<file path="src/rtl/ram16x8_access_ctrl.sv">
// Arbitrates one 16x8 synchronous RAM between a user read/write port and a prescaled
// 4-digit display scanner. Optional write protection (wp, usr_err) under RAMCTL_WR_PROTECT_EN.
module ram16x8_access_ctrl #(
  parameter int DIV_BITS = 20,
  parameter int ADDR_W   = 4,
  parameter int DATA_W   = 8
) (
  input  logic              clk,
  input  logic              clr,
  input  logic              usr_req,
  input  logic              usr_we,
  input  logic [ADDR_W-1:0] usr_addr,
  input  logic [DATA_W-1:0] usr_wdata,
  output logic              usr_ack,
  output logic [DATA_W-1:0] usr_rdata,
  input  logic [1:0]        disp_page,
  output logic [ADDR_W-1:0] ram_addr,
  output logic              ram_we,
  output logic [DATA_W-1:0] ram_din,
  input  logic [DATA_W-1:0] ram_dout,
  output logic [3:0]        disp_an,
  output logic [DATA_W-1:0] disp_data,
  output logic              scan_miss
`ifdef RAMCTL_WR_PROTECT_EN
  ,
  input  logic              wp,
  output logic              usr_err
`endif
);

  typedef enum logic [2:0] {
    IDLE,
    USR_ACC,
    USR_WAIT,
    SCAN_ACC,
    SCAN_WAIT
  } state_t;

  state_t              state_q, state_d;
  logic [DIV_BITS-1:0] div_q, div_d;
  logic                tick;
  logic                pend_q, pend_d;
  logic                miss_q, miss_d;
  logic [1:0]          idx_q, idx_d;
  logic                ack_q, ack_d;
  logic [DATA_W-1:0]   rdata_q, rdata_d;
  logic [ADDR_W-1:0]   addr_q, addr_d;
  logic                we_q, we_d;
  logic [DATA_W-1:0]   din_q, din_d;
  logic [3:0]          an_q, an_d;
  logic [DATA_W-1:0]   ddata_q, ddata_d;
  logic                wr_q, wr_d;
  logic                wr_allow;

`ifdef RAMCTL_WR_PROTECT_EN
  logic blk_q, blk_d;
  logic err_q, err_d;
  assign wr_allow = ~wp;
`else
  assign wr_allow = 1'b1;
`endif

  assign tick = &div_q;

  always_comb begin
    // NOTE: every _d defaults to its hold value first, so no branch can infer a latch.
    state_d = state_q;
    div_d   = div_q + DIV_BITS'(1);
    pend_d  = pend_q;
    miss_d  = miss_q;
    idx_d   = idx_q;
    ack_d   = 1'b0;
    rdata_d = rdata_q;
    addr_d  = addr_q;
    we_d    = 1'b0;
    din_d   = din_q;
    an_d    = an_q;
    ddata_d = ddata_q;
    wr_d    = wr_q;
`ifdef RAMCTL_WR_PROTECT_EN
    blk_d   = blk_q;
    err_d   = 1'b0;
`endif
    case (state_q)
      IDLE: begin
        if (pend_q) begin
          state_d = SCAN_ACC;
          addr_d  = {disp_page, idx_q};
        end else if (usr_req && !ack_q) begin
          // Address/strobe are registered here so they are on the pins during USR_ACC.
          state_d = USR_ACC;
          addr_d  = usr_addr;
          wr_d    = usr_we;
          if (usr_we && wr_allow) begin
            we_d  = 1'b1;
            din_d = usr_wdata;
          end
`ifdef RAMCTL_WR_PROTECT_EN
          blk_d = usr_we && !wr_allow;
`endif
        end
      end
      USR_ACC:  state_d = USR_WAIT;
      USR_WAIT: begin
        if (!wr_q) rdata_d = ram_dout;
        ack_d   = 1'b1;
`ifdef RAMCTL_WR_PROTECT_EN
        err_d   = blk_q;
`endif
        state_d = IDLE;
      end
      SCAN_ACC: begin
        pend_d  = 1'b0;
        state_d = SCAN_WAIT;
      end
      SCAN_WAIT: begin
        ddata_d = ram_dout;
        an_d    = ~(4'b0001 << idx_q);
        idx_d   = idx_q + 2'd1;
        state_d = IDLE;
      end
      default: state_d = IDLE;
    endcase
    // A new tick always re-arms the scan; a tick on a still-pending scan is a miss.
    if (tick) begin
      pend_d = 1'b1;
      if (pend_q) miss_d = 1'b1;
    end
  end

  // NOTE: state flops use non-blocking assignments so every register samples pre-edge values.
  always_ff @(posedge clk or posedge clr) begin
    if (clr) begin
      state_q <= IDLE;
      div_q   <= '0;
      pend_q  <= 1'b0;
      miss_q  <= 1'b0;
      idx_q   <= 2'd0;
      ack_q   <= 1'b0;
      rdata_q <= '0;
      addr_q  <= '0;
      we_q    <= 1'b0;
      din_q   <= '0;
      an_q    <= 4'b1111;
      ddata_q <= '0;
      wr_q    <= 1'b0;
`ifdef RAMCTL_WR_PROTECT_EN
      blk_q   <= 1'b0;
      err_q   <= 1'b0;
`endif
    end else begin
      state_q <= state_d;
      div_q   <= div_d;
      pend_q  <= pend_d;
      miss_q  <= miss_d;
      idx_q   <= idx_d;
      ack_q   <= ack_d;
      rdata_q <= rdata_d;
      addr_q  <= addr_d;
      we_q    <= we_d;
      din_q   <= din_d;
      an_q    <= an_d;
      ddata_q <= ddata_d;
      wr_q    <= wr_d;
`ifdef RAMCTL_WR_PROTECT_EN
      blk_q   <= blk_d;
      err_q   <= err_d;
`endif
    end
  end

  assign usr_ack   = ack_q;
  assign usr_rdata = rdata_q;
  assign ram_addr  = addr_q;
  assign ram_we    = we_q;
  assign ram_din   = din_q;
  assign disp_an   = an_q;
  assign disp_data = ddata_q;
  assign scan_miss = miss_q;
`ifdef RAMCTL_WR_PROTECT_EN
  assign usr_err   = err_q;
`endif

endmodule

</file>
<file path="config.mk">
export PLATFORM = sky130hd
export DESIGN_NAME = ram16x8_access_ctrl
export DESIGN_NICKNAME = d
export VERILOG_FILES = /design/src/rtl/ram16x8_access_ctrl.sv
export SDC_FILE = /design/constraint.sdc
export NUM_CORES = 1
export LEC_CHECK = 0
export BUFFER_PORTS_ARGS = -buffer_cell sky130_fd_sc_hd__buf_2
export CORE_ASPECT_RATIO = 1.75
export CORE_MARGIN = 3
export CORE_UTILIZATION = 50
export CTS_BUF_LIST = sky130_fd_sc_hd__clkbuf_4 sky130_fd_sc_hd__clkbuf_8 sky130_fd_sc_hd__clkbuf_16
export DETAILED_ROUTE_END_ITERATION = 12
export PLACE_DENSITY = 0.82
export REMOVE_ABC_BUFFERS = 1
export SYNTH_ARGS = -nofsm -noshare
export SYNTH_HDL_FRONTEND = slang
export SYNTH_SLANG_ARGS = --single-unit
</file>
<file path="constraint.sdc">
create_clock -name clk -period 2.6 [get_ports clk]
set_input_delay 0.52 -clock clk [delete_from_list [all_inputs] [get_ports clk]]
set_output_delay 0.52 -clock clk [all_outputs]
set_load 0.02 [all_outputs]
</file>
* Word level (Yosys, flattened, before mapping)
Cells that the tools add are included.
Word-level totals: flip-flop bits (word level) 62, input port bits 26, output and inout bits 35, word-level logic and storage cells 47
Operators by class: add/subtract/negate cells 2, equality and inequality tests 5, shifts and indexed selects 1, multiplexer cells 12, bitwise logic cells 3, reduce and logical (&&, ||, !) cells 11
Operator list (number):
- 21-bit AND reduction | 1
- 20-bit by 1-bit adder with 20-bit output, second input constant | 1
- 20-bit AND reduction | 1
- 3-bit one-hot mux with 3 select lines | 1
- 4-bit 2-to-1 mux | 2
- 1-bit 2-to-1 mux | 7
- 3-bit by 2-bit == test with 1-bit output, second input constant | 2
- 3-bit 2-to-1 mux | 2
- 4-bit inverter | 1
- 2-bit AND reduction | 2
- 4-bit AND reduction | 1
- 2-bit nonzero test | 2
- 1-bit by 2-bit << shifter with 4-bit output, first input constant | 1
- 3-bit by 1-bit == test with 1-bit output, second input constant | 1
- 3-bit == test, second input constant | 1
- 3-bit zero test | 1
- 3-bit != test, second input constant | 1
- 3-bit AND reduction | 1
- 2-bit by 1-bit adder with 2-bit output, second input constant | 1
- 1-bit inverter | 2
- 1-bit logical AND | 1
- 1-bit zero test | 1

* Logic depth before layout (Yosys ltp)
Gate-level depths: netlist of run 1.
depth after elaboration 5, depth in mapped cells 5, gate-level depth less buffers 5

* Worst setup path before layout of run 1
OpenSTA, ideal clock, no wires.
path type input to register, start point input port usr_req, end point register din_q[0], in the netlist ram_din[0], library setup time 125 ps, arrival 1318 ps, required time 2475 ps, path slack 1157 ps, stages on the path 3, buffers on the path 0, cells stage by stage nor2b_1 -> nand4b_2 -> mux2_2
Between the ends: longest elaborated chain between the ends 2
RTL lines:
- from (decl) | RTL line 10 | input logic usr_req,
- 1-bit logical AND | RTL line 89 | end else if (usr_req && !ack_q) begin
- 4-bit AND reduction (no line)
- to (signal assigned) | RTL line 161 | din_q <= din_d;
- to (decl) | RTL line 49 | logic [DATA_W-1:0] din_q, din_d;
No other way between the ends. A chain may end at the register's enable or synchronous reset.

* Worst setup path in the final report of run 1
start point register state_q[2], end point register din_q[6], in the netlist ram_din[6]
Between the ends: longest elaborated chain between the ends 2
RTL lines:
- from (decl) | RTL line 39 | state_t state_q, state_d;
- from (signal assigned) | RTL line 152 | state_q <= state_d;
- 3-bit zero test | RTL line 84 | case (state_q)
- 4-bit AND reduction (no line)
No other way between the ends.

==> results of run 1 <==
flip-flops by register name, summed over array words and instances, names as in the netlist, 2 cells and up:
name / flops
disp_an: 4
div_q: 20
state_q: 3
ram_din: 8
usr_rdata: 8
disp_data: 8
ram_addr: 4
idx_q: 2
worst min path at each step:
| stage | startpoint | end | cells after the start | slack [ns] |
|---|---|---|---|---|
| 5_1_grt | clr | div_q[18] | 2 | 0.35 |
| 3_3_place_gp | div_q[0] | div_q[0] | 1 | 0.44 |
| 4_1_cts | clr | div_q[18] | 2 | 0.32 |
| 3_5_place_dp | disp_data[7] | disp_data[7] | 2 | 0.46 |
| 2_1_floorplan | div_q[0] | div_q[0] | 1 | 0.42 |
| 6_report | clr | state_q[2] | 2 | 0.31 |
cells in the final DEF, fill, tap and decap left out, types with 5 or more instances in the layout:
cell type  Yosys  layout
clkbuf_8       0       9
nand3_1        8       8
nor2_1         6       6
ha_1           5       5
inv_1          6       5
buf_2          2      60
dfrtp_1       58      58
xor2_1         7       7
mux2_2        14      14
xnor2_1       12      12
nand4_1        5       5
nand2_1       45      45
o21ai_0       10      10
metrics by stage:
stage / setup WS [ns] / total power (W) / instance area, um2 / instances
6_report: 1.00 / 0.00325 / 3060 / 333
5_1_grt: 0.903 / 0.00347 / 3060 / 333
4_1_cts: 0.992 / 0.00329 / 3060 / 333
3_5_place_dp: 0.859 / 0.00259 / 2900 / 318
3_3_place_gp: 0.896 / 0.00254 / 2900 / 318
2_1_floorplan: 0.545 / 0.00219 / 2510 / 204
cell families (layout without fill, tap and decap cells):
| family | Yosys count | after routing | share of synthesized area (%) |
|---|---|---|---|
| and+or+nand+nor | 80 | 80 | 16.4 |
| muxes | 20 | 20 | 8.72 |
| adders and majority gates | 5 | 5 | 2.48 |
| DFF | 62 | 62 | 61.6 |
| AOI/OAI and AO/OA | 12 | 12 | 2.58 |
| buffers and inverters | 10 | 83 | 1.59 |
| xor gates and xnor gates | 19 | 19 | 6.59 |
final cells by class:
cell class | count | area, um2
fill | 369 | 1730
sequential | 62 | 1560
clock buffer | 13 | 154
tap | 52 | 65.1
timing repair buffer | 62 | 328
clock inverter | 2 | 10.0
multi-input combinational | 136 | 928
inverter | 6 | 22.5
per-layer routing:
metal  share of wire (%)  vias up  track usage (%)  wire [um]
li1                    -      839                -          -
met1                  41      808             19.6       1800
met2                  53       42             28.2       2340
met3                 4.7        6             4.63        210
met4                 1.7        0             8.19         75
met5                   0        -                0          0
power by group through the flow:
stage / logic, W / registers [W] / clock network, W
6_report: 0.00110 / 0.00145 / 0.000701
5_1_grt: 0.00122 / 0.00149 / 0.000760
4_1_cts: 0.00112 / 0.00146 / 0.000719
3_5_place_dp: 0.00111 / 0.00147 / 0
3_3_place_gp: 0.00109 / 0.00146 / 0
2_1_floorplan: 0.000394 / 0.00179 / 0
==> results.py, run 1 <==
metrics = {
    "detailed_routing": {
        "via_per_inst": 5.09,
        "routed_wl_um": 4430,
        "first_pass_iters": 6,
        "avgRoutedWirePerCell_um": 13.3,
        "drc": 0,
        "dr_total_vias": 1695,
        "drt_iter0_markers": 33,
        "ant_nets": 0,
    },
    "power_and_ir_drop": {
        "p_clk_share_pct": 21.6,
        "p_sw_share_pct": 35.7,
        "p_per_area_mw_per_mm2": 1060,
        "p_int_w": 0.00209,
        "irDropWorstVdd_mv": 0.771,
        "seq_power_share_pct": 44.7,
        "p_sw_w": 0.00116,
        "power.static_leakage_nw": 1.55,
        "combPwrFrac_pct": 33.8,
    },
    "floorplan": {
        "io_pins": 61,
        "die_h_um": 100,
        "die_area_mm2": 0.00597,
        "die_width_um": 59.7,
        "rows": 33,
        "core_mm2": 0.00479,
        "start_util_pct": 52.7,
    },
    "cells_and_area": {
        "final_nets": 308,
        "area_growth_pct": 21.4,
        "antennaDiodeCount": 0,
        "drive_above_1_share_pct": 35.9,
        "utilization_pct": 64.0,
    },
    "global_routing": {
        "grt.overflow.total": 0,
        "grt_pass1_vias": 1725,
        "grt_first_pass_wirelength_um": 7600,
        "grt_max_degree": 34,
        "track_usage_pct": 17.0,
        "antenna_found_initial": 0,
    },
    "worst_setup_path": {
        "worst-path-stages": 3,
        "cp.arrival_ns": 1.80,
        "reg2reg_to": "ram_din[6]",
        "startpoint": "state_q[2]",
        "crit_fanout": 10,
        "path_class": "reg -> reg",
        "cpMaxStageDelayCell": "dfrtp_1",
        "startpoint_type": "flip-flop",
        "crit_required_ns": 2.81,
        "crit_family": "simple AND/OR/NAND/NOR gates",
        "cpPeakStageDelay_ns": 0.44,
        "timing.critical_path.to_type": "flip-flop",
        "cp-endpoint": "ram_din[6]",
        "crit_buf_inv": 0,
        "crit_path_cell_trace": "nor3_2 > nand4b_2 > mux2_2",
        "worst-r2r-setup-slack_ns": 1.00,
        "reg2regPathDepth": 3,
        "rr_startpoint": "state_q[2]",
    },
    "sta": {
        "setup_viol": 0,
        "hold_slack_ns": 0.309,
        "period_needed_ns": 1.60,
        "fmax_mhz": 626,
        "maxSlewViolCount": 0,
        "slew_headroom_pct": 52.8,
        "hold_viol_final": 0,
        "skew_ns": 0.00761,
        "rsz0062_at_grt": "false",
        "timing.setup.tns_ns": 0,
        "tightestPinTransition_ns": 0.707,
        "fin_crit_sh_pct": 61.4,
    },
    "placement": {
        "port_buffers": 60,
        "place_hpwl_um": 3210,
        "place_congestion": 0.700,
    },
    "clock_network": {
        "cts_buffer_depth": 2,
        "cts_hold_buf": 0,
        "cts_tree": "done",
        "cts.repair.resized": 0,
        "root_buffer": "clkbuf_8",
        "clk_pin_slew_worst_paths_ns": 0.06,
        "post_cts_buffers": 0,
        "cts_sinks": 62,
        "insertion_delay_ns": 0.33,
        "ctsHtreeMaxLevel": 3,
        "cts_made_buffers": 9,
    },
    "yosys": {
        "yosysUniqueCellTypes": 29,
        "yosysWarnings": 0,
        "async_flop_share_pct": 100,
        "synth.largest_area_cell": "dfrtp_1",
        "synth_top_area_share_pct": 57.5,
        "synth_common_cells": "dfrtp_1 (58), nand2_1 (45), mux2_2 (14)",
        "synth-edff-count": 0,
        "syn_area_mm2": 0.00252,
        "synth_most_common_cell": "dfrtp_1",
        "synthCells": 208,
        "synth_area_leaders": "dfrtp_1 (57%), nand2_1 (6.7%), mux2_2 (6.2%), dfstp_2 (4.2%), xnor2_1 (4.2%)",
        "ys_ff_latch": 62,
        "yosys_most_used_dff": "dfrtp_1",
        "yosysSeqAreaShare_pct": 61.6,
        "synth.avg_cell_area_um2": 12.1,
    },
    "hold_path": {
        "worst_hold_path_type": "in -> async",
    },
    "run_status": {
        "status": "finished clean",
    },
    "run": {
        "maxCapViolCount": 0,
    },
}
No activity file was read; power rests on OpenSTA's default activity.
==> run 2: changes to the inputs <==
--- a/config.mk
+++ b/config.mk
@@ -5,6 +5,7 @@
 export SDC_FILE = /design/constraint.sdc
 export NUM_CORES = 1
 export LEC_CHECK = 0
+export ABC_AREA = 1
 export BUFFER_PORTS_ARGS = -buffer_cell sky130_fd_sc_hd__buf_2
 export CORE_ASPECT_RATIO = 1.75
 export CORE_MARGIN = 3
==> constraint.sdc (replaced) <==
create_clock -name clk -period 1.6 [get_ports clk]
set_input_delay 0.32 -clock clk [delete_from_list [all_inputs] [get_ports clk]]
set_output_delay 0.32 -clock clk [all_outputs]
set_load 0.02 [all_outputs]
==> results.py, run 2 <==
metrics = {
    "cells_and_area": {
        "regMostFlops": "div_q",
        "final_common_cell": "nand2_1",
        "final_cell_mix": "nand2_1 (88), buf_2 (60), dfrtp_1 (58)",
        "utilization_pct": 63.7,
        "antennaDiodeCount": 0,
        "final_nets": 385,
        "largest_reg_flops": 20,
        "drive_above_1_share_pct": 29.3,
        "area_growth_pct": 20.3,
    },
    "sta": {
        "maxSlewViolCount": 0,
        "setup_viol": 0,
        "rsz0062_at_grt": "false",
        "hold_viol_final": 0,
        "fmax_mhz": 746,
        "tightestPinTransition_ns": 0.425,
        "hold_slack_ns": 0.0539,
        "fin_crit_sh_pct": 83.8,
        "period_needed_ns": 1.34,
        "skew_ns": 0.00787,
        "slew_headroom_pct": 71.6,
    },
    "worst_setup_path": {
        "crit_buf_inv": 1,
        "timing.critical_path.to_type": "primary output",
        "reg2regPathDepth": 8,
        "rr_startpoint": "div_q[0]",
        "crit_path_cell_trace": "buf_2",
        "startpoint": "disp_an[3]",
        "worst-path-stages": 1,
        "startpoint_type": "flip-flop",
        "worst-r2r-setup-slack_ns": 0.30,
        "crit_fanout": 2,
        "cp-endpoint": "disp_an[3]",
        "crit_family": "flip-flops",
        "path_class": "reg -> out",
        "cp.arrival_ns": 1.02,
        "cpPeakStageDelay_ns": 0.53,
        "reg2reg_to": "div_q[16]",
        "crit_required_ns": 1.28,
        "cpMaxStageDelayCell": "dfstp_2",
    },
    "floorplan": {
        "die_h_um": 103,
        "rows": 34,
        "start_util_pct": 52.9,
        "die_width_um": 61.3,
        "io_pins": 61,
        "die_area_mm2": 0.00631,
        "core_mm2": 0.00506,
    },
    "detailed_routing": {
        "first_pass_iters": 4,
        "ant_nets": 0,
        "drc": 0,
        "routed_wl_um": 5260,
        "dr_total_vias": 2072,
        "drt_iter0_markers": 82,
        "via_per_inst": 5.03,
        "avgRoutedWirePerCell_um": 12.8,
    },
    "placement": {
        "port_buffers": 60,
        "place_congestion": 0.853,
        "place_hpwl_um": 3920,
    },
    "power_and_ir_drop": {
        "p_int_w": 0.00336,
        "irDropWorstVdd_mv": 0.695,
        "combPwrFrac_pct": 34.9,
        "seq_power_share_pct": 42.4,
        "p_clk_share_pct": 22.7,
        "p_sw_w": 0.00214,
        "power_w": 0.00550,
        "power.static_leakage_nw": 1.72,
        "p_per_area_mw_per_mm2": 1710,
        "p_sw_share_pct": 38.9,
    },
    "clock_network": {
        "clk_pin_slew_worst_paths_ns": 0.07,
        "insertion_delay_ns": 0.33,
        "cts_tree": "done",
        "cts_hold_buf": 0,
        "cts.repair.resized": 0,
        "root_buffer": "clkbuf_8",
        "ctsHtreeMaxLevel": 3,
        "cts_buffer_depth": 2,
        "cts_made_buffers": 9,
        "cts_sinks": 62,
        "post_cts_buffers": 0,
    },
    "yosys": {
        "synth_area_leaders": "dfrtp_1 (54%), nand2_1 (12%), inv_1 (4.2%), dfstp_2 (3.9%), o21ai_0 (3.0%)",
        "synth-edff-count": 0,
        "syn_area_mm2": 0.00268,
        "ys_ff_latch": 62,
        "yosysUniqueCellTypes": 26,
        "synth.largest_area_cell": "dfrtp_1",
        "yosysWarnings": 0,
        "synth_top_area_share_pct": 54.2,
        "synth.avg_cell_area_um2": 9.44,
        "synthCells": 284,
        "yosysSeqAreaShare_pct": 58.1,
        "async_flop_share_pct": 100,
        "yosys_most_used_dff": "dfrtp_1",
        "synth_common_cells": "nand2_1 (88), dfrtp_1 (58), inv_1 (30)",
        "synth_most_common_cell": "nand2_1",
    },
    "global_routing": {
        "antenna_found_initial": 0,
        "grt_max_degree": 33,
        "grt_pass1_vias": 1982,
        "grt.overflow.total": 0,
        "track_usage_pct": 18.4,
        "grt_first_pass_wirelength_um": 8510,
    },
    "run": {
        "maxCapViolCount": 0,
    },
    "run_status": {
        "status": "finished clean",
    },
    "hold_path": {
        "worst_hold_path_type": "in -> async",
    },
}
## run 2: worst min-delay path by stage
stage / endpoint / slack [ns] / cells past startpoint
6_report: ram_din[4] / 0.05 / 3
4_1_cts: ram_din[4] / 0.05 / 3
5_1_grt: ram_din[7] / 0.08 / 3
3_5_place_dp: ram_din[2] / 0.42 / 3
2_1_floorplan: ram_din[0] / 0.43 / 2
3_3_place_gp: ram_din[0] / 0.42 / 3
## run 2: kinds of logic (layout without fill, tap and decap cells)
kind of cell / Yosys count / count (layout) / share of synthesized area [%]
simple gates: 134 / 134 / 21.5
flops: 62 / 62 / 58.1
buf+inv: 36 / 110 / 5.60
compound gates: 32 / 32 / 7.61
xor+xnor: 15 / 15 / 4.90
fa+ha+maj: 5 / 5 / 2.33
## run 2: layout make-up
type / count / area [um2]
fillers: 425 / 1840
flip-flops and latches: 62 / 1560
multi-input cells: 186 / 973
repair buffers: 62 / 315
clock buffers: 11 / 151
inverters: 33 / 129
well taps: 54 / 67.6
clock inverters: 4 / 31.3
## run 2: per-stage QoR
step | TNS [ns] | setup slack (ns) | std cells | instance area [um2]
after floorplan | -14.78 | -0.255 | 281 | 2660
final | 0 | 0.260 | 412 | 3220
after global placement | 0 | 0.356 | 397 | 3040
after global routing | 0 | 0.165 | 412 | 3220
after detailed placement | 0 | 0.309 | 397 | 3040
after CTS | 0 | 0.239 | 412 | 3220
## run 2: layer usage
| layer | track usage [%] | vias up | share of wire, % |
|---|---|---|---|
| met1 | 20.2 | 970 | 41 |
| li1 | - | 1025 | - |
| met3 | 5.64 | 18 | 4.8 |
| met4 | 8.99 | 0 | 3.3 |
| met5 | 0 | - | 0 |
| met2 | 31.3 | 59 | 51 |
## run 2: power by group through the flow
stage	combinational [W]	sequential, W	clock (W)
after floorplan	0.000787	0.00287	0
after global placement	0.00188	0.00235	0
after detailed placement	0.00194	0.00237	0
after CTS	0.00195	0.00234	0.00128
after global routing	0.00214	0.00240	0.00136
final	0.00192	0.00233	0.00125
## run 2: tightest hold or removal path, delay by kind of cell
kind | cells | cell delay, ns
buf+inv | 3 | 0.48
